===== src/rtl/mmio_responder_pkg.sv =====
// Shared CAPI MMIO types: PSL request/response structs, responder FSM states
// and odd-parity helpers.
package mmio_responder_pkg;

  localparam int unsigned IDX_W = 23;

  typedef struct packed {
    logic        valid;
    logic        read;
    logic        doubleword;
    logic        cfg;
    logic [0:23] address;
    logic        address_parity;
    logic [0:63] data;
    logic        data_parity;
  } MMIOInterfaceInput;

  typedef struct packed {
    logic        ack;
    logic [0:63] data;
    logic        data_parity;
  } MMIOInterfaceOutput;

  typedef enum logic [1:0] {
    IDLE,
    DECODE,
    ACK
  } MMIO_STATE;

  function automatic logic odd_parity(input logic [63:0] v);
    return ~^v;
  endfunction

  function automatic logic odd_parity24(input logic [23:0] v);
    return ~^v;
  endfunction

endpackage


===== src/rtl/mmio_regfile.sv =====
// NUM_REGS x 64-bit MMIO register storage with per-half write enables and a
// one-cycle update strobe per register.
module mmio_regfile
  import mmio_responder_pkg::*;
#(
  parameter int unsigned NUM_REGS = 4
) (
  input  logic                     i_clk,
  input  logic                     i_rst,
  input  logic                     i_we_hi,
  input  logic                     i_we_lo,
  input  logic [IDX_W-1:0]         i_idx,
  input  logic [63:0]              i_wdata,
  output logic [NUM_REGS*64-1:0]   o_regs,
  output logic [NUM_REGS-1:0]      o_reg_wr
);

  logic [63:0]         r_regs [NUM_REGS];
  logic [NUM_REGS-1:0] r_reg_wr;

  always_ff @(posedge i_clk) begin
    if (i_rst) begin
      for (int unsigned i = 0; i < NUM_REGS; i++) r_regs[i] <= '0;
      r_reg_wr <= '0;
    end else begin
      r_reg_wr <= '0;
      for (int unsigned i = 0; i < NUM_REGS; i++) begin
        if (i_idx == IDX_W'(i) && (i_we_hi || i_we_lo)) begin
          if (i_we_hi) r_regs[i][63:32] <= i_wdata[63:32];
          if (i_we_lo) r_regs[i][31:0]  <= i_wdata[31:0];
          r_reg_wr[i] <= 1'b1;
        end
      end
    end
  end

  for (genvar g = 0; g < NUM_REGS; g++) begin : g_flat
    assign o_regs[g*64 +: 64] = r_regs[g];
  end

  assign o_reg_wr = r_reg_wr;

endmodule


===== src/rtl/mmio_responder.sv =====
// CAPI MMIO responder: fixed 2-cycle request/ack pipeline over a small
// register file and a read-only AFU descriptor, with inbound parity checking.
module mmio_responder
  import mmio_responder_pkg::*;
#(
  parameter int unsigned NUM_REGS = 4,
  parameter logic [63:0] DESC0    = 64'h0000_0001_0000_8010
) (
  input  logic                   clock,
  input  logic                   reset,
  input  MMIOInterfaceInput      mmio_in,
  output MMIOInterfaceOutput     mmio_out,
  output logic [NUM_REGS*64-1:0] regs,
  output logic [NUM_REGS-1:0]    reg_wr,
  output logic                   parity_error,
  output logic                   protocol_error
);

  MMIO_STATE r_state, w_next;

  logic        r_read, r_dw, r_cfg, r_apar, r_dpar;
  logic [23:0] r_addr;
  logic [63:0] r_wdata;

  logic        r_ack, r_rpar, r_perr, r_proterr;
  logic [63:0] r_rdata;

  logic [IDX_W-1:0]       w_idx;
  logic                   w_lo_sel, w_in_range, w_dw_bad, w_perr, w_ok;
  logic                   w_we_hi, w_we_lo;
  logic [63:0]            w_wdata, w_src, w_rdata;
  logic [31:0]            w_word;
  logic [NUM_REGS*64-1:0] w_regs;

  always_ff @(posedge clock) begin
    if (reset) r_state <= IDLE;
    else       r_state <= w_next;
  end

  always_comb begin
    w_next = r_state;
    unique case (r_state)
      IDLE:    if (mmio_in.valid) w_next = DECODE;
      DECODE:  w_next = ACK;
      ACK:     w_next = IDLE;
      default: w_next = IDLE;
    endcase
  end

  always_ff @(posedge clock) begin
    if (reset) begin
      r_read  <= 1'b0;
      r_dw    <= 1'b0;
      r_cfg   <= 1'b0;
      r_apar  <= 1'b0;
      r_dpar  <= 1'b0;
      r_addr  <= '0;
      r_wdata <= '0;
    end else if (r_state == IDLE && mmio_in.valid) begin
      r_read  <= mmio_in.read;
      r_dw    <= mmio_in.doubleword;
      r_cfg   <= mmio_in.cfg;
      r_apar  <= mmio_in.address_parity;
      r_dpar  <= mmio_in.data_parity;
      r_addr  <= mmio_in.address;
      r_wdata <= mmio_in.data;
    end
  end

  // Big-endian address[0:22] is the doubleword index; address[23] (LSB) picks
  // the low word, i.e. big-endian bits [32:63].
  assign w_idx      = r_addr[23:1];
  assign w_lo_sel   = r_addr[0];
  assign w_in_range = w_idx < IDX_W'(NUM_REGS);
  assign w_dw_bad   = r_dw & w_lo_sel;
  assign w_perr     = (r_apar != odd_parity24(r_addr)) |
                      (!r_read && (r_dpar != odd_parity(r_wdata)));
  assign w_ok       = w_in_range & ~w_dw_bad & ~w_perr;
  assign w_wdata    = r_dw ? r_wdata : {2{r_wdata[31:0]}};

  always_comb begin
    w_we_hi = 1'b0;
    w_we_lo = 1'b0;
    if (r_state == DECODE && !r_read && !r_cfg && w_ok) begin
      if (r_dw) begin
        w_we_hi = 1'b1;
        w_we_lo = 1'b1;
      end else if (w_lo_sel) begin
        w_we_lo = 1'b1;
      end else begin
        w_we_hi = 1'b1;
      end
    end
  end

  always_comb begin
    w_src = '0;
    if (r_cfg) begin
      if (w_idx == '0) w_src = DESC0;
    end else begin
      for (int unsigned i = 0; i < NUM_REGS; i++)
        if (w_idx == IDX_W'(i)) w_src = w_regs[i*64 +: 64];
    end
  end

  assign w_word = w_lo_sel ? w_src[31:0] : w_src[63:32];

  always_comb begin
    w_rdata = '0;
    if (w_perr)                w_rdata = '1;
    else if (w_ok && r_read)   w_rdata = r_dw ? w_src : {2{w_word}};
  end

  always_ff @(posedge clock) begin
    if (reset) begin
      r_ack   <= 1'b0;
      r_rdata <= '0;
      r_rpar  <= 1'b1;
    end else if (r_state == DECODE) begin
      r_ack   <= 1'b1;
      r_rdata <= w_rdata;
      r_rpar  <= odd_parity(w_rdata);
    end else begin
      r_ack   <= 1'b0;
      r_rdata <= '0;
      r_rpar  <= 1'b1;
    end
  end

  always_ff @(posedge clock) begin
    if (reset) begin
      r_perr    <= 1'b0;
      r_proterr <= 1'b0;
    end else begin
      if (r_state == DECODE && w_perr)      r_perr    <= 1'b1;
      if (r_state != IDLE && mmio_in.valid) r_proterr <= 1'b1;
    end
  end

  mmio_regfile #(
    .NUM_REGS (NUM_REGS)
  ) u_regfile (
    .i_clk    (clock),
    .i_rst    (reset),
    .i_we_hi  (w_we_hi),
    .i_we_lo  (w_we_lo),
    .i_idx    (w_idx),
    .i_wdata  (w_wdata),
    .o_regs   (w_regs),
    .o_reg_wr (reg_wr)
  );

  assign regs                 = w_regs;
  assign mmio_out.ack         = r_ack;
  assign mmio_out.data        = r_rdata;
  assign mmio_out.data_parity = r_rpar;
  assign parity_error         = r_perr;
  assign protocol_error       = r_proterr;

endmodule


===== config.mk =====
export PLATFORM = sky130hd
export DESIGN_NAME = mmio_responder
export DESIGN_NICKNAME = d
export VERILOG_FILES = /design/src/rtl/mmio_responder_pkg.sv /design/src/rtl/mmio_regfile.sv /design/src/rtl/mmio_responder.sv
export SDC_FILE = /design/constraint.sdc
export NUM_CORES = 1
export LEC_CHECK = 0
export ABC_AREA = 1
export CAP_MARGIN = 10
export CORE_MARGIN = 2
export CORE_UTILIZATION = 41
export CTS_BUF_LIST = sky130_fd_sc_hd__clkbuf_8 sky130_fd_sc_hd__clkbuf_16
export DETAILED_ROUTE_END_ITERATION = 8
export GPL_ROUTABILITY_DRIVEN = 1
export SETUP_SLACK_MARGIN = 0.02
export SLEW_MARGIN = 20
export SYNTH_ARGS = -nofsm -noshare
export SYNTH_HDL_FRONTEND = slang
export SYNTH_HIERARCHICAL = 1
export SYNTH_SLANG_ARGS = --single-unit

===== constraint.sdc =====
create_clock -name clock -period 8.5 [get_ports clock]
set_input_delay 0.85 -clock clock [delete_from_list [all_inputs] [get_ports clock]]
set_output_delay 0.85 -clock clock [all_outputs]
set_load 0.01 [all_outputs]

==> results.toml <==
[critical_path]
path_cells = "inv_1 -> ha_1 -> a21boi_0 -> o211ai_1 -> nand2_1 -> nand3_1 -> o21bai_4 -> buf_4 -> inv_1 -> nand3_2 -> or4_1 -> nor2_1 -> nor2_4 -> nor2_8 -> nand3_4 -> nor2_8 -> nand2_1 -> nand2_1 -> buf_4"
critPathMaxFanout = 67
rrSetupSlack_ns = 3.03
slowest_stage = "nor2_1"
critical_path_class = "reg2reg"
cp_slowest_stage_delay_ns = 0.84
cp_common_cell = "nand2_1"
r2r_end = "u_regfile/r_regs[2][15]"
worstReg2RegStart = "r_addr[10]"
reg2reg_depth = 19
cp.arrival_ns = 5.69
cp.required_ns = 8.72
cp-start-kind = "flop"
critPathCaptureType = "flop"

[placed_design]
portBuffers = 423
dpl.hpwl_um = 70100
place_congestion = 0.994
dpl-instance-area_mm2 = 0.0277
place_ws_ns = 3.14

[grt]
grt_pass1_vias = 20500
grt_start_max_net_pins = 101
track_usage_pct = 31.0
overflow = 0
grt_pass1_wl_um = 136000
antenna_found_initial = 2

[layout]
fillers = 5402
drive_above_1_share_pct = 6.43
multi_input_comb_area_mm2 = 0.00998
final_area_mm2 = 0.0294
area_delta_synth_final_pct = 26.3
final_nets = 3480
seqCellArea_mm2 = 0.0110

[timing]
finalHoldViolations = 0
grt_setup_unrepaired = "false"
fin_crit_sh_pct = 64.3
slew_viol_final = 0
max-slew-margin-rel_pct = 27.1
finalWorstSetupSlack_ns = 3.03
hold_ws_ns = 0.456
fin_crit_ns = 5.47
maxClockFrequency_mhz = 183
tns_ns = 0
finClkSkew_ns = 0.0335
tightest_slew_ns = 1.09
setup_viol = 0

[power_and_ir_drop]
p_seq_share_pct = 34.4
power_frac_comb_pct = 35.0
switching_power_mw = 2.67
p_int_mw = 4.41
powerDensity_mw_per_mm2 = 241
total_power_mw = 7.08
peakVddDrop_uv = 381
swShare_pct = 37.7
p_leak_nw = 12.2
clkPwrFrac_pct = 30.6

[synthesis]
yosysMostFrequentCell = "nand2_1"
syn_inst = 3033
synthDistinctLibCells = 45
syn_avg_cell_area_um2 = 7.67
async_flop_share_pct = 0
yosys.area.top_type = "edfxtp_1"
synth_flop_cell = "edfxtp_1"
netlist_top_cells_count = "nand2_1 (688), nor2_1 (633), inv_1 (304)"
synth_area_mm2 = 0.0233
syn-num-nets = 3145
synth_warnings = 6
yosys-top-cells-area = "edfxtp_1 (33%), dfxtp_1 (14%), nand2_1 (11%)"
ys_seq_elements = 423
yosysSeqAreaShare_pct = 47.4
synth_top_area_share_pct = 33.1
synth_edf_count = 256

[cts]
clock_sinks = 423
worstSkewPairLatency_ns = 0.61
clockBufferDepth = 3
clkTransAtPathRegs_ns = 0.06
cts_tree = "done"
htreeDepth = 2
postCtsSetupRepairBufs = 0
cts_root_buf = "clkbuf_16"
hold_buffers = 0
cts_repair_resize_count = 0
numCtsBuffers = 48

[hold_path]
hold_end = "protocol_error"
hold_path.class = "reg2reg"
min_from = "protocol_error"
min_path_cells = 2

[floorplanning]
die_area_mm2 = 0.0586
pin_count = 424
core.rowCount = 87
dieWidth_um = 242
fp.dieH_um = 242
core_mm2 = 0.0563
start_util_pct = 41.3

[drt]
drcViolationCount = 0
drt-total-wl_um = 93600
firstDrtPassIters = 5
num_vias = 22300
route.detailed.wl_per_inst_um = 22.5
vias_per_cell = 5.35
ant_nets = 0
drt_iter0_drc = 2609

[flow_run]
drv_cap = 0

[run_status]
status = "complete, no violations"
[through the flow]
step                util [%]  cells
finish                  52.2   4163
global route            52.2   4162
floorplan                  -   3033
detailed placement      49.2   4074
CTS                     52.2   4162
global placement        49.2   4074
[state kept, by name, summed over array words and instances, names as in the netlist]
name and cells:
r_apar 1, r_rdata 64, r_addr 24, r_state 2
r_dpar 1, u_regfile/r_regs 256, protocol_error 1, r_cfg 1
parity_error 1, r_wdata 64, r_read 1, r_dw 1
r_ack 1, u_regfile/o_reg_wr 4, r_rpar 1
[worst max-delay path: cells and delay by family, from the launching register on]
family                     cells  cell delay (ns)
and+or+nand+nor               11             2.45
buffers and inverters          4             1.47
AOI/OAI and AO/OA              3             0.45
DFF                            1             0.34
adders and majority gates      1             0.21
[power by group through the flow]
| stage | registers (mW) | logic (mW) | clock network (mW) |
|---|---|---|---|
| after global placement | 2.47 | 2.40 | 0 |
| final | 2.43 | 2.48 | 2.17 |
| after floorplan | 2.47 | 1.68 | 0 |
| after global routing | 2.44 | 2.70 | 2.27 |
| after CTS | 2.43 | 2.45 | 2.20 |
| after detailed placement | 2.47 | 2.43 | 0 |
[worst max path at each step]
stage,start,to,slack [ns],cells past startpoint
2_1_floorplan,r_addr[6],u_regfile/r_regs[0][0],4.48,16
3_3_place_gp,r_addr[10],u_regfile/r_regs[0][13],3.22,19
3_5_place_dp,r_addr[10],u_regfile/r_regs[1][13],3.14,19
4_1_cts,r_addr[10],u_regfile/r_regs[0][5],3.11,19
5_1_grt,r_addr[10],u_regfile/r_regs[0][5],2.68,19
6_report,r_addr[10],u_regfile/r_regs[2][15],3.03,19
[final cells by class]
cell class / count / share of cell area [%]
inverters: 340 / 4.35
clock buffers: 57 / 4.63
clock inverters: 31 / 1.05
flip-flops and latches: 423 / 37.6
diodes: 1 / 0.00852
well taps: 756 / 3.22
multi-input cells: 2102 / 34.0
repair buffers: 453 / 15.2
[layer usage]
layer  share of wire (%)  routed length (um)  GRT usage (%)  vias up
met1                  41               38300           42.0    10400
met4                 4.4                4130           12.9        2
met2                  46               42700           49.2     1228
met3                 9.2                8580           5.15      183
li1                    -                   -              -    10500
met5               0.014                  13              0        -
[cells by family (layout without fill, tap and decap cells)]
group / count (synthesis) / in the layout / synth area share, %
AOI/OAI and AO/OA: 463 / 463 / 11.6
buffers and inverters: 508 / 881 / 9.83
other: 0 / 1 / 0
DFF: 423 / 423 / 47.4
and+or+nand+nor: 1576 / 1576 / 28.5
xor gates and xnor gates: 47 / 47 / 1.80
adders and majority gates: 16 / 16 / 0.861
[cells in the final DEF, fill, tap and decap left out, types with 5 or more instances in the layout]
cell type        Yosys  final
o211ai_1            14     14
o31ai_1             38     38
edfxtp_1           256    256
o31ai_2             21     21
nand2_1            688    686
o2111ai_1            8      8
inv_2               32     34
nand4_1             39     39
ha_1                16     16
nor3_1               8      8
nor2_1             633    630
nand3_4             12     12
or2_2                9      9
o21ai_0            157    157
nor2_2               9      9
xnor2_1             29     29
nor2_8               6      6
xor2_1              17     17
nor2_4               5      8
clkbuf_16            0     51
clkinv_2             0      9
nand3_1            155    155
o21ai_1             74     74
inv_1              304    311
bufinv_16            0      5
clkinv_1             4      8
a21oi_1            125    125
clkdlybuf4s50_1      0    423
dfxtp_1            167    165
buf_4               12     29
clkbuf_8             0      6
a31oi_1             13     13
(Power assumes the default switching activity.)
